==> config.mk <==
export PLATFORM = sky130hd
export DESIGN_NAME = minterm_scan_engine
export DESIGN_NICKNAME = d
export VERILOG_FILES = /design/src/rtl/minterm_scan_engine.sv
export SDC_FILE = /design/constraint.sdc
export NUM_CORES = 1
export LEC_CHECK = 0
export ABC_AREA = 1
export CORE_MARGIN = 1.5
export CORE_UTILIZATION = 41
export CTS_CLUSTER_SIZE = 30
export DETAILED_ROUTE_END_ITERATION = 10
export MAX_ROUTING_LAYER = met4
export PLACE_DENSITY = 0.79
export SLEW_MARGIN = 20
export SYNTH_ARGS = -nofsm -noshare
export SYNTH_HDL_FRONTEND = slang
export SYNTH_SLANG_ARGS = --single-unit
==> constraint.sdc <==
create_clock -name clk -period 1.87 [get_ports clk]
set_input_delay 0.2805 -clock clk [delete_from_list [all_inputs] [get_ports clk]]
set_output_delay 0.2805 -clock clk [all_outputs]
set_load 0.005 [all_outputs]
==> src/rtl/minterm_scan_engine.sv <==
// Sequential truth-table engine: sweeps all 2**N_VARS input rows in binary or Gray order,
// evaluates N_FUNCS minterm-mask functions per row and accumulates per-function minterm counts.
module minterm_scan_engine #(
    parameter int N_VARS  = 3,
    parameter int N_FUNCS = 5
) (
    input  logic                            clk,
    input  logic                            reset,
    input  logic                            start,
    input  logic                            gray_mode,
    input  logic                            hold,
    input  logic [N_FUNCS*(2**N_VARS)-1:0]  func_mask,
    output logic                            busy,
    output logic                            row_valid,
    output logic [N_VARS-1:0]               row_in,
    output logic [N_FUNCS-1:0]              row_out,
    output logic                            done,
    output logic [N_FUNCS*(N_VARS+1)-1:0]   ones_count,
    output logic [N_FUNCS-1:0]              taut,
    output logic [N_FUNCS-1:0]              unsat
);

    localparam int ROWS = 2**N_VARS;
    localparam int CW   = N_VARS + 1;
    localparam logic [CW-1:0] LAST_ROW = CW'(ROWS - 1);
    localparam logic [CW-1:0] FULL     = CW'(ROWS);

    typedef enum logic [1:0] {
        IDLE = 2'd0,
        SCAN = 2'd1,
        FIN  = 2'd2
    } state_t;

    state_t                       state;
    state_t                       state_nxt;

    logic [N_FUNCS*ROWS-1:0]      mask_q;
    logic                         gray_q;
    logic [CW-1:0]                cnt;

    logic [N_VARS-1:0]            code;
    logic [N_FUNCS-1:0]           row_bits;
    logic [N_FUNCS*CW-1:0]        count_nxt;
    logic [N_FUNCS-1:0]           taut_nxt;
    logic [N_FUNCS-1:0]           unsat_nxt;
    logic [ROWS-1:0]              slice;

    assign busy = (state != IDLE);

    always_ff @(posedge clk) begin
        if (reset) begin
            state <= IDLE;
        end else begin
            state <= state_nxt;
        end
    end

    always_comb begin
        state_nxt = state;
        unique case (state)
            IDLE: if (start) state_nxt = SCAN;
            SCAN: if (!hold && cnt == LAST_ROW) state_nxt = FIN;
            FIN:  state_nxt = IDLE;
            default: state_nxt = IDLE;
        endcase
    end

    // cnt is one bit wider than the row index; only the low bits address the mask.
    always_comb begin
        code = cnt[N_VARS-1:0] ^ (gray_q ? (cnt[N_VARS-1:0] >> 1) : '0);
    end

    always_comb begin
        row_bits  = '0;
        count_nxt = '0;
        taut_nxt  = '0;
        unsat_nxt = '0;
        slice     = '0;
        for (int unsigned f = 0; f < N_FUNCS; f++) begin
            slice                   = mask_q[f*ROWS +: ROWS];
            row_bits[f]             = slice[code];
            count_nxt[f*CW +: CW]   = ones_count[f*CW +: CW] + {{N_VARS{1'b0}}, row_bits[f]};
            taut_nxt[f]             = (ones_count[f*CW +: CW] == FULL);
            unsat_nxt[f]            = (ones_count[f*CW +: CW] == '0);
        end
    end

    always_ff @(posedge clk) begin
        if (reset) begin
            mask_q     <= '0;
            gray_q     <= 1'b0;
            cnt        <= '0;
            row_valid  <= 1'b0;
            row_in     <= '0;
            row_out    <= '0;
            done       <= 1'b0;
            ones_count <= '0;
            taut       <= '0;
            unsat      <= '0;
        end else begin
            done <= 1'b0;
            unique case (state)
                IDLE: begin
                    if (start) begin
                        mask_q     <= func_mask;
                        gray_q     <= gray_mode;
                        cnt        <= '0;
                        ones_count <= '0;
                        taut       <= '0;
                        unsat      <= '0;
                    end
                end
                SCAN: begin
                    if (hold) begin
                        row_valid <= 1'b0;
                    end else begin
                        row_in     <= code;
                        row_out    <= row_bits;
                        row_valid  <= 1'b1;
                        ones_count <= count_nxt;
                        cnt        <= cnt + 1'b1;
                    end
                end
                FIN: begin
                    row_valid <= 1'b0;
                    done      <= 1'b1;
                    taut      <= taut_nxt;
                    unsat     <= unsat_nxt;
                end
                default: begin
                    row_valid <= 1'b0;
                end
            endcase
        end
    end

endmodule

==> impl.org <==
** GRT
- GRT Overall Usage :: 0.2080
- Pin count of the biggest net entering global routing :: 60
- Global-route wire length before repair :: 15860 um
- Antenna violations before repair :: 0
- Grt ovf :: 0
- The via count of the first global-routing pass came to ~3500.

** Clock tree
- The H-tree generated during clock tree synthesis spans 3 levels.
- The number of clock buffers added by TritonCTS is 9.
- Post-cts hold buffer count :: 0
- Clock tree from TritonCTS :: done
- Clock slew at the register clock pins of the worst setup and hold paths :: 0.09 ns
- For the worst-skew pair, the clock arrives at the later sink with an insertion delay of around 0.37 ns.
- Largest buffer count on any clock path :: 2
- For this design, the sink count on the clock tree is between 80 and 90.
- Library cell used as clock root buffer :: clkbuf_8

** Floorplan
- In this run the standard cell core region covers 8806 um^2.
- The floorplan step set the die height to ~99 um.
- Area of the die :: between 9000 and 10000 um^2
- I/O pin count :: 86
- The die is a little under 100 um wide.
- Starting density of the core :: 0.4273
- Row generation in the floorplan step produced 34 rows.

** Worst setup path
- For this run, the slowest stage of the critical path takes approximately 0.40 ns.
- Critical path endpoint category :: flip-flop
- The number of cells on the worst reg-to-reg path is 12.
- The critical path is of the reg2reg type.
- In this run the worst path has a maximum fanout of 5.
- The signal on the critical path passes through nand2_4, nand2_8, nand2_8, clkbuf_16, nand2_1, nand3_1, nand3_2, nand2_2, ha_2, ha_1, a21oi_2, nor2_1.
- Among the stages of the critical path, the cell type that occurs most often is nand2_8.
- Critical Path Start Type :: flip-flop
- STA puts the critical path data required time at around 2.1 ns.
- For this design, the slowest cell found on the critical path is dfxtp_4.
- STA puts the critical path data arrival time at about 2.2 ns.

** Routing
- The count of nets left with antenna violations once routing finished came out at 0.
- Using the TritonRoute via totals, the vias-per-cell ratio works out to roughly 5.4.
- Total routed wirelength :: between 10000 and 15000 um
- The first detailed-routing pass ran for 8 iterations.
- Drt initial violations :: roughly 230
- After detailed routing, the number of remaining DRC violations is 6.
- After detailed routing, the average wire length per cell comes to approximately 15 um.
- The routed layout has between 3000 and 4000 vias.

** Finish
- Share of final-layout standard cells stronger than drive strength 1 :: 0.1749
- Across the whole layout, storage elements account for 1754 um^2.
- Area Growth Syn to Fin :: 43.23%
- Total number of nets in the final design :: about 660
- Non-filler instance count after layout :: 714
- Share of the core filled with cells in the final layout :: 0.6120
- Number of filler cells placed in the layout :: 741
- With fillers left out, the area of the finished cells amounts to ~5400 um^2.
- Antenna diode count :: 0
- Multi-input logic area :: approximately 2000 um^2

** STA
- In the post-route analysis, the smallest setup slack over all paths is -0.05463 ns.
- Derived from the worst setup path, the maximum achievable clock frequency is 519.6 MHz.
- Setup skew after layout :: approximately 0.011 ns
- Headroom to the max-slew limit came out at 0.6947.
- Setup violations remaining at the end of the flow were counted as 2.
- At the pin with the least slew margin, the transition time is 0.4575 ns.
- Crit share post-route :: 1.029
- Setup repair after global routing could not meet its margin everywhere.
- Setup TNS :: -0.05535 ns
- The hold violation total from the final report was 0.
- The final max-slew violation count is 0.
- Final hold slack :: about 0.46 ns
- Time the final worst path needs with I/O delays and setup :: a little under 2 ns

** Placement
- Including well taps, the total number of placed cells is roughly 690.
- Final RePlAce weighted congestion :: approximately 0.83
- HPWL reported at the end of detailed placement :: ~6900 um
- Placed cell area :: between 4000 and 5000 um^2
- Port Buffer Count :: 85
- Post-Place Worst Slack :: -0.1630 ns

** Synth
- Number of nets in the synthesized netlist :: 563
- Post-synthesis area per instance :: roughly 7.4 um^2
- The Yosys step of the flow raised 0 warnings.
- Yosys reg bits :: 87
- Sequential area share after synthesis :: 0.4629
- Number of distinct library cell variants in the gate-level netlist after synthesis :: 23
- Cell Area, Synth :: approximately 3800 um^2
- In the synthesized netlist, the number of instances is around 510.

** Run status
- The run finished, with violations left.
- The checks that failed: design-rule violations, negative setup slack.

** Hold path
- The worst hold path passes through 2 cells.
- HP Class :: reg2reg

** Power
- The analysis attributes to cell leakage a power of between 2 and 2.5 nW.
- Max rail drop VDD :: roughly 0.00043 V
- Total power for the finished layout comes to between 4 and 5 mW.
- Power spread over the standard cell area amounts to roughly 820 nW/um^2.

** Run
- Max capacitance violation total :: 0
## cells in the mapped netlist, drive strengths merged
| master | instances | area [um^2] |
|---|---|---|
| a211oi | 2 | 15.01 |
| o21ai | 65 | 325.3 |
| nor2 | 107 | 424.2 |
| a21oi | 39 | 195.2 |
| nand3 | 62 | 310.3 |
| inv | 24 | 90.09 |
| nor3 | 2 | 10.01 |
| o21a | 5 | 37.54 |
| ha | 11 | 137.6 |
| nand4 | 13 | 81.33 |
| buf | 19 | 113.9 |
| dfxtp | 87 | 1742 |
| nand2 | 59 | 234.0 |
| clkbuf | 12 | 46.29 |
## area by class of cell
| type | count | share of cell area |
|---|---|---|
| Clock inverter | 7 | 0.01904 |
| Inverter | 24 | 0.01765 |
| Timing Repair Buffer | 114 | 0.2138 |
| Tap cell | 108 | 0.02508 |
| Clock buffer | 9 | 0.02299 |
| Sequential cell | 87 | 0.3255 |
| Multi-Input combinational cell | 365 | 0.3759 |
## what timing repair did
item / 4_1_cts / 5_1_grt
endpoints found under the setup margin: 13 / 16
setup buffers: 1 / 3
cloned: 0 / 3
gates resized for setup: 14 / 64
pin swaps: 2 / 18
## path summary, 6_finish.rpt
path / start / slack, ns / end
hold / removal: unsat[0] / 0.46 / unsat[0]
setup reg to reg: cnt[1] / -0.05 / ones_count[13]
setup / recovery: cnt[1] / -0.05 / ones_count[13]
hold reg to reg: unsat[0] / 0.46 / unsat[0]
## routing by layer
metal / up-vias / track usage / share of wire
met2: 173 / 0.3496 / 0.51
met5: - / - / 0
met3: 20 / 0.04681 / 0.070
li1: 1887 / - / -
met4: 0 / 0.07253 / 0.013
met1: 1795 / 0.2452 / 0.41
## where the power goes
group	leakage (nW)	total, mW	internal, mW	switching (mW)
Clock	0.111	1.48	0.768	0.716
Sequential	0.717	2.06	1.97	0.0978
Combinational	1.27	0.881	0.422	0.459
## cells in the final DEF (no fill, tap or decap), types with 4 or more instances in the layout
| cell | n |
|---|---|
| nand3_1 | 42 |
| a21oi_2 | 4 |
| a21oi_1 | 35 |
| o21a_1 | 5 |
| clkbuf_8 | 9 |
| ha_2 | 4 |
| ha_1 | 4 |
| o21ai_1 | 7 |
| inv_1 | 20 |
| clkdlybuf4s50_1 | 85 |
| nor2_1 | 100 |
| nand4_1 | 13 |
| nand3_2 | 18 |
| nand2_2 | 9 |
| nand2_1 | 44 |
| buf_4 | 21 |
| o21ai_0 | 58 |
| nor2_2 | 5 |
| dfxtp_1 | 83 |
| nand2_4 | 4 |
## state kept, by name, summed over array words and instances (netlist names)
register    count
ones_count     20
unsat           5
done            1
gray_q          1
taut            5
row_in          3
cnt             4
mask_q         40
state           2
row_out         5
row_valid       1
## critical path: cells and delay by family (launching register included)
kind	cells	cell delay (ns)
and+or+nand+nor	8	0.64
buffers and inverters	1	0.16
adders and majority gates	2	0.48
DFF	1	0.40
AOI/OAI and AO/OA	1	0.16
## cells by family after synthesis
group,Yosys count,synth area share
flip-flops,87,0.4629
adder cells (fa/ha/maj),11,0.03658
AO/OA/AOI/OAI,111,0.1523
buffers and inverters,55,0.06651
AND/OR/NAND/NOR,243,0.2817
Note: power is estimated with default switching activity, not from simulation.
